<file path="src/rtl/wb_sram_bridge_pkg.sv">
// -----------------------------------------------------------------------------
// rvj1_mem_pkg
// Shared definitions for the SRAM-side memory subsystem: bridge FSM state
// codes, macro data/mask widths, the IRAM/DRAM window map used by the SoC top,
// and the address-window compare reused by the SoC address decoder.
// -----------------------------------------------------------------------------
package rvj1_mem_pkg;

  localparam int SRAM_DATA_WIDTH = 32;
  localparam int SRAM_MASK_WIDTH = 4;

  // Memory map shared with the SoC top.
  localparam logic [31:0] IRAM_BASE_ADDR        = 32'h3000_0000;
  localparam int          IRAM_ADDR_WIDTH_WORDS = 9;
  localparam logic [31:0] DRAM_BASE_ADDR        = 32'h3000_1000;
  localparam int          DRAM_ADDR_WIDTH_WORDS = 9;

  // Bridge FSM encoding, kept as plain constants for legacy tool flows.
  typedef logic [1:0] bridge_state_t;
  localparam bridge_state_t ST_IDLE    = 2'd0;
  localparam bridge_state_t ST_RD_WAIT = 2'd1;
  localparam bridge_state_t ST_ACK     = 2'd2;

  // True when a byte address lies inside [base, base + 4*2^aw_words).
  // The subtraction is 32-bit unsigned, so addresses below the base wrap to
  // large offsets and fall outside the window. The span is held in 33 bits
  // so a window covering the full 4 GiB would not overflow.
  function automatic logic addr_in_window(input logic [31:0] adr,
                                          input logic [31:0] base,
                                          input int unsigned aw_words);
    logic [31:0] offset;
    logic [32:0] span;
    offset = adr - base;
    span   = 33'd4 << aw_words;
    return ({1'b0, offset} < span);
  endfunction

endpackage

</file>
<file path="src/rtl/wb_sram_bridge_if.sv">
// -----------------------------------------------------------------------------
// wb_sram_bridge_if
// Wishbone B4 classic bus bundle between the SoC memory-side master and the
// SRAM bridge slave.
//   master modport : drives cyc/stb/we/sel/adr/dat_i, receives ack/dat_o
//   slave  modport : receives cyc/stb/we/sel/adr/dat_i, drives ack/dat_o
// -----------------------------------------------------------------------------
interface wb_sram_bridge_if;
  import rvj1_mem_pkg::*;

  logic                       wbs_cyc_i;
  logic                       wbs_stb_i;
  logic                       wbs_we_i;
  logic [SRAM_MASK_WIDTH-1:0] wbs_sel_i;
  logic [31:0]                wbs_adr_i;
  logic [SRAM_DATA_WIDTH-1:0] wbs_dat_i;
  logic                       wbs_ack_o;
  logic [SRAM_DATA_WIDTH-1:0] wbs_dat_o;

  modport master (
    output wbs_cyc_i, wbs_stb_i, wbs_we_i, wbs_sel_i, wbs_adr_i, wbs_dat_i,
    input  wbs_ack_o, wbs_dat_o
  );

  modport slave (
    input  wbs_cyc_i, wbs_stb_i, wbs_we_i, wbs_sel_i, wbs_adr_i, wbs_dat_i,
    output wbs_ack_o, wbs_dat_o
  );

endinterface

</file>
<file path="src/rtl/wb_sram_bridge.sv">
// -----------------------------------------------------------------------------
// wb_sram_bridge
// Wishbone B4 classic slave in front of one single-port (1rw) OpenRAM macro.
// Writes ack one cycle after acceptance, reads two cycles after acceptance
// (macro output is registered into wbs_dat_o). Addresses outside the window
// are acked with zero data without touching the macro and set a sticky flag.
//
// Ports:
//   wb_clk_i     in   system clock, forwarded to the macro as sram_clk0
//   wb_rst_i     in   asynchronous active-high reset
//   wb           slv  Wishbone bus (cyc/stb/we/sel/adr/dat_i, ack/dat_o)
//   sram_clk0    out  macro clock (= wb_clk_i)
//   sram_csb0    out  macro chip select, active-low
//   sram_web0    out  macro write enable, active-low
//   sram_wmask0  out  macro byte write mask
//   sram_addr0   out  macro word address (wbs_adr_i[ADDR_WIDTH_WORDS+1:2])
//   sram_din0    out  macro write data
//   sram_dout0   in   macro read data, valid the cycle after a read sample
//   oor_o        out  sticky out-of-range access flag
// -----------------------------------------------------------------------------
module wb_sram_bridge
  import rvj1_mem_pkg::*;
#(
  parameter logic [31:0] BASE_ADDR        = 32'h3000_0000,
  parameter int          ADDR_WIDTH_WORDS = 9,
  parameter int          DATA_WIDTH       = 32
) (
  input  logic                        wb_clk_i,
  input  logic                        wb_rst_i,
  wb_sram_bridge_if.slave             wb,
  output logic                        sram_clk0,
  output logic                        sram_csb0,
  output logic                        sram_web0,
  output logic [SRAM_MASK_WIDTH-1:0]  sram_wmask0,
  output logic [ADDR_WIDTH_WORDS-1:0] sram_addr0,
  output logic [DATA_WIDTH-1:0]       sram_din0,
  input  logic [DATA_WIDTH-1:0]       sram_dout0,
  output logic                        oor_o
);

  bridge_state_t         state_q, state_d;
  logic                  ack_q, ack_d;
  logic [DATA_WIDTH-1:0] dat_q, dat_d;
  logic                  oor_q, oor_d;

  logic req;
  logic in_range;
  logic macro_sel;

  assign req       = wb.wbs_cyc_i & wb.wbs_stb_i;
  assign in_range  = addr_in_window(wb.wbs_adr_i, BASE_ADDR, ADDR_WIDTH_WORDS);
  // Reset gates the select so a master still holding stb during reset cannot
  // reach the macro.
  assign macro_sel = ~wb_rst_i & (state_q == ST_IDLE) & req & in_range;

  assign sram_clk0  = wb_clk_i;
  assign sram_addr0 = wb.wbs_adr_i[ADDR_WIDTH_WORDS+1:2];
  assign sram_din0  = wb.wbs_dat_i;

  assign wb.wbs_ack_o = ack_q;
  assign wb.wbs_dat_o = dat_q;
  assign oor_o        = oor_q;

  // Macro control: active only for an in-range request seen in IDLE.
  always_comb begin
    sram_csb0   = 1'b1;
    sram_web0   = 1'b1;
    sram_wmask0 = 4'h0;
    if (macro_sel) begin
      sram_csb0   = 1'b0;
      sram_web0   = ~wb.wbs_we_i;
      sram_wmask0 = wb.wbs_we_i ? wb.wbs_sel_i : 4'h0;
    end else begin
      sram_csb0   = 1'b1;
      sram_web0   = 1'b1;
      sram_wmask0 = 4'h0;
    end
  end

  // Next-state, ack, read-data and sticky out-of-range logic.
  always_comb begin
    state_d = state_q;
    dat_d   = dat_q;
    oor_d   = oor_q;
    case (state_q)
      ST_IDLE: begin
        if (req) begin
          if (in_range && !wb.wbs_we_i) begin
            state_d = ST_RD_WAIT;
          end else begin
            // Writes and out-of-range requests ack next cycle with zero data.
            state_d = ST_ACK;
            dat_d   = {DATA_WIDTH{1'b0}};
            if (!in_range) begin
              oor_d = 1'b1;
            end else begin
              oor_d = oor_q;
            end
          end
        end else begin
          state_d = ST_IDLE;
        end
      end
      ST_RD_WAIT: begin
        // Dropping cyc abandons the read; last data is preserved.
        if (wb.wbs_cyc_i) begin
          dat_d   = sram_dout0;
          state_d = ST_ACK;
        end else begin
          state_d = ST_IDLE;
        end
      end
      ST_ACK: begin
        // Requests are ignored here so a held stb is not accepted twice.
        state_d = ST_IDLE;
      end
      default: begin
        state_d = ST_IDLE;
      end
    endcase
    ack_d = (state_d == ST_ACK);
  end

  // State and output registers.
  always_ff @(posedge wb_clk_i or posedge wb_rst_i) begin
    if (wb_rst_i) begin
      state_q <= ST_IDLE;
      ack_q   <= 1'b0;
      dat_q   <= {DATA_WIDTH{1'b0}};
      oor_q   <= 1'b0;
    end else begin
      state_q <= state_d;
      ack_q   <= ack_d;
      dat_q   <= dat_d;
      oor_q   <= oor_d;
    end
  end

endmodule

</file>
<file path="src/flat_wrapper.sv">
// flat-port wrapper written by rule: the top's interface ports become plain ports
module wb_sram_bridge_flat import rvj1_mem_pkg::*;
#(
  parameter logic [31:0] BASE_ADDR        = 32'h3000_0000,
  parameter int          ADDR_WIDTH_WORDS = 9,
  parameter int          DATA_WIDTH       = 32
)
  (wb_clk_i, wb_rst_i, sram_clk0, sram_csb0, sram_web0, sram_wmask0, sram_addr0, sram_din0, sram_dout0, oor_o, wb_wbs_cyc_i, wb_wbs_stb_i, wb_wbs_we_i, wb_wbs_sel_i, wb_wbs_adr_i, wb_wbs_dat_i, wb_wbs_ack_o, wb_wbs_dat_o);
  wb_sram_bridge_if wb_i ();
  input  logic wb_clk_i;
  input  logic wb_rst_i;
  output logic sram_clk0;
  output logic sram_csb0;
  output logic sram_web0;
  output logic [SRAM_MASK_WIDTH-1:0] sram_wmask0;
  output logic [ADDR_WIDTH_WORDS-1:0] sram_addr0;
  output logic [DATA_WIDTH-1:0] sram_din0;
  input  logic [DATA_WIDTH-1:0] sram_dout0;
  output logic oor_o;
  input wire logic [$bits(wb_i.wbs_cyc_i)-1:0] wb_wbs_cyc_i;
  input wire logic [$bits(wb_i.wbs_stb_i)-1:0] wb_wbs_stb_i;
  input wire logic [$bits(wb_i.wbs_we_i)-1:0] wb_wbs_we_i;
  input wire logic [$bits(wb_i.wbs_sel_i)-1:0] wb_wbs_sel_i;
  input wire logic [$bits(wb_i.wbs_adr_i)-1:0] wb_wbs_adr_i;
  input wire logic [$bits(wb_i.wbs_dat_i)-1:0] wb_wbs_dat_i;
  output wire logic [$bits(wb_i.wbs_ack_o)-1:0] wb_wbs_ack_o;
  output wire logic [$bits(wb_i.wbs_dat_o)-1:0] wb_wbs_dat_o;
  assign wb_i.wbs_cyc_i = wb_wbs_cyc_i;
  assign wb_i.wbs_stb_i = wb_wbs_stb_i;
  assign wb_i.wbs_we_i = wb_wbs_we_i;
  assign wb_i.wbs_sel_i = wb_wbs_sel_i;
  assign wb_i.wbs_adr_i = wb_wbs_adr_i;
  assign wb_i.wbs_dat_i = wb_wbs_dat_i;
  assign wb_wbs_ack_o = wb_i.wbs_ack_o;
  assign wb_wbs_dat_o = wb_i.wbs_dat_o;
  wb_sram_bridge #(.BASE_ADDR(BASE_ADDR), .ADDR_WIDTH_WORDS(ADDR_WIDTH_WORDS), .DATA_WIDTH(DATA_WIDTH)) u_core (.wb_clk_i(wb_clk_i), .wb_rst_i(wb_rst_i), .wb(wb_i), .sram_clk0(sram_clk0), .sram_csb0(sram_csb0), .sram_web0(sram_web0), .sram_wmask0(sram_wmask0), .sram_addr0(sram_addr0), .sram_din0(sram_din0), .sram_dout0(sram_dout0), .oor_o(oor_o));
endmodule
</file>
<file path="config.mk">
export PLATFORM = sky130hd
export DESIGN_NAME = wb_sram_bridge_flat
export DESIGN_NICKNAME = d
export VERILOG_FILES = /design/src/rtl/wb_sram_bridge_pkg.sv /design/src/rtl/wb_sram_bridge_if.sv /design/src/rtl/wb_sram_bridge.sv /design/src/flat_wrapper.sv
export SDC_FILE = /design/constraint.sdc
export NUM_CORES = 1
export LEC_CHECK = 0
export ABC_AREA = 1
export BUFFER_PORTS_ARGS = -buffer_cell sky130_fd_sc_hd__clkbuf_2
export CAP_MARGIN = 25
export CORE_ASPECT_RATIO = 1.1
export CORE_UTILIZATION = 37
export CTS_BUF_LIST = sky130_fd_sc_hd__clkbuf_16
export CTS_CLUSTER_DIAMETER = 60
export DETAILED_ROUTE_END_ITERATION = 7
export GPL_TIMING_DRIVEN = 0
export PLACE_DENSITY = 0.8
export SLEW_MARGIN = 10
export SYNTH_ARGS = -nofsm -noshare
export SYNTH_HDL_FRONTEND = slang
export SYNTH_SLANG_ARGS = --single-unit
</file>
<file path="constraint.sdc">
create_clock -name wb_clk_i -period 1.65 [get_ports wb_clk_i]
set_input_delay 0.165 -clock wb_clk_i [delete_from_list [all_inputs] [get_ports wb_clk_i]]
set_output_delay 0.165 -clock wb_clk_i [all_outputs]
set_load 0.02 [all_outputs]
</file>
==> metrics.cfg <==
[drt]
routed_wl_mm=5.66
routedWlPerCell_um=11.8
drt_pass1_iterations=4
viasPerCell=4.65
vias=2231
ant_nets=0
drc=0
drt_iter0_drc=55

[finish]
fillers=510
n_antenna_cell=0
final_core_util_pct=58.8
area_delta_synth_final_pct=54.1
final_net_count=510
drive_above_1_share_pct=53.6

[die]
initial_core_util_pct=38.2
ios=187
fp.dieW_um=72.9
rows=28
die_area_um2=5830
die_h_um=80.0
core_um2=5360

[power_and_ir_drop]
ir_drop_uv=688
intPower_mw=1.96
pwr-share-comb_pct=14.7
p_per_area_nw_per_um2=818
report.power.total_mw=2.58
switchingPower_mw=0.623
power.leakage_nw=1.91
pwr-share-clk_pct=50.9
seq_power_share_pct=34.4
switching_share_pct=24.1

[worst_setup_path]
startpoint_type=flip-flop
rr_startpoint=u_core.state_q[1]
cp-startpoint=u_core.state_q[1]
reg2reg_slack_ns=0.19
worst-path-max-fanout=5
cp.required_ns=1.48
r2r_cells=9
worstSetupPathType=flip-flop to output port
end_kind=output port
worstSetupEndpoint=sram_wmask0[2]
r2r_end=u_core.wb.wbs_dat_o[0]
cp_data_arrival_time_ns=1.51

[min_path]
min_path_type=input pin to flip-flop

[placed_design]
numPortBuffers=142
pre_cts_slack_ns=0.183
gp_congestion=0.729
detailed_place_hpwl_mm=4.26

[sta]
skew_ns=0.00501
worstMarginPinSlew_ns=0.773
slew_violations=0
timing.final.crit_share_pct=101
fin_ws_ns=-0.0203
min_period_ns=1.67
finalSetupViolCount=1
setup_tns_ns=-0.0203
holdWs_ns=0.0169
hold_viol_final=0
rsz0062_at_grt=true
max_freq_mhz=599
relSlewSlack_pct=48.4

[global_route]
grt_pass1_vias=2107
grt_antenna_before_repair=0
grt_pass1_wl_mm=8.78
grt_max_degree=37
grt.met1_usage_pct=21.3
grt_usage_pct=19.4
overflow=0
gr-usage-met3_pct=4.42
globalRouteMet2Util_pct=35.9
top_usage_layer=met2

[run_status]
violations=negative setup slack
status=finished, violations left

[job]
maxCapViolCount=0

[yosys]
ys_warn_count=0
netlist_area_um2=2050
syn_area_per_cell_um2=8.25
synth_seq_cells=36
synth_cells=248
synth_fp_nets=353
ys_seq_area_share_pct=44.0
yosysUniqueCellTypes=17

[cts]
clkTransAtPathRegs_ns=0.05
cts_tree=done
clkLatencyLatePin_ns=0.39

-- routing by layer --
metal / vias to the layer above / routed length [um]
met5: - / 0
met4: 0 / 62
met3: 7 / 441
met2: 117 / 2910
met1: 1008 / 2240
li1: 1099 / -
-- cell families (layout without fill, tap and decap cells) --
group | count (synthesis) | in the layout | synth area share, %
buffers and inverters | 71 | 228 | 22.5
DFF | 36 | 36 | 44.0
and+or+nand+nor | 140 | 140 | 33.1
AOI/OAI and AO/OA | 1 | 1 | 0.367
-- final cells by class --
cell class	count	area, um^2	share of cell area (%)
repair buffers	147	771	24.4
well taps	75	93.8	2.98
inverters	12	45.0	1.43
clock inverters	2	8.76	0.278
multi-input cells	141	718	22.8
flip-flops and latches	36	902	28.6
plain buffers	58	410	13.0
clock buffers	9	205	6.51
-- power by group through the flow --
stage	Sequential [mW]	Combinational, mW	Clock [mW]
after floorplan	0.904	0.220	0.0708
after global placement	0.903	0.361	0.0899
after detailed placement	0.903	0.366	0.0899
after CTS	0.887	0.377	1.35
after global routing	0.887	0.412	1.38
final	0.888	0.379	1.31
-- cells in the mapped netlist, drive strengths merged --
library cell,number,area (um^2)
nor2,26,100
nand4,35,219
buf,49,374
nor3,1,16.3
nand3,34,175
dfrtp,36,901
nand2,44,168
o21bai,1,7.51
inv,11,41.3
clkinv,1,3.75
clkbuf,10,41.3
-- stage by stage --
step / cell area [um^2] / cells
after global routing: 3150 / 480
final: 3150 / 480
after detailed placement: 2850 / 465
after global placement: 2850 / 465
after floorplan: 2050 / 248
after CTS: 3110 / 479
-- cell usage in the layout (no fill, tap or decap), drive strengths merged --
cell type    count
dfrtp           36
nand3           34
buf             57
nand2           44
nand4           35
clkbuf         156
nor2            26
nor3             1
dlygate4sd3      1
clkinv           2
inv             12
o21bai           1
-- worst min-delay path by stage --
stage	slack (ns)	from	cells past startpoint	end
6_report	0.02	sram_dout0[4]	3	u_core.wb.wbs_dat_o[4]
5_1_grt	0.03	sram_dout0[1]	3	u_core.wb.wbs_dat_o[1]
4_1_cts	0.01	sram_dout0[4]	3	u_core.wb.wbs_dat_o[4]
3_5_place_dp	0.36	wb_rst_i	2	u_core.oor_o
3_3_place_gp	0.39	wb_clk_i	2	sram_clk0
2_1_floorplan	0.28	wb_clk_i	1	sram_clk0
-- worst max-delay path, cell delays in order (launching register included) --
cell	delay [ns]
dfrtp_1	0.38
nor2_2	0.12
nand2_2	0.08
nor2_4	0.12
nand3_4	0.12
nor2_2	0.17
buf_6	0.13
-- sequential cells by signal, summed over array words and instances (netlist names) --
| name | flops |
|---|---|
| u_core.wb.wbs_dat_o | 32 |
| u_core.state_q | 2 |
| u_core.oor_o | 1 |
| u_core.wb.wbs_ack_o | 1 |
-- timing repair --
| action | CTS | global route |
|---|---|---|
| pin swaps | 4 | 5 |
| endpoints found under the hold margin | 36 | 0 |
| endpoints found under the setup margin | 6 | 5 |
| resized for setup | 8 | 12 |
| hold buffers | 1 | 0 |
| setup buffers | 4 | 1 |
No activity file was read; power rests on OpenSTA's default activity.
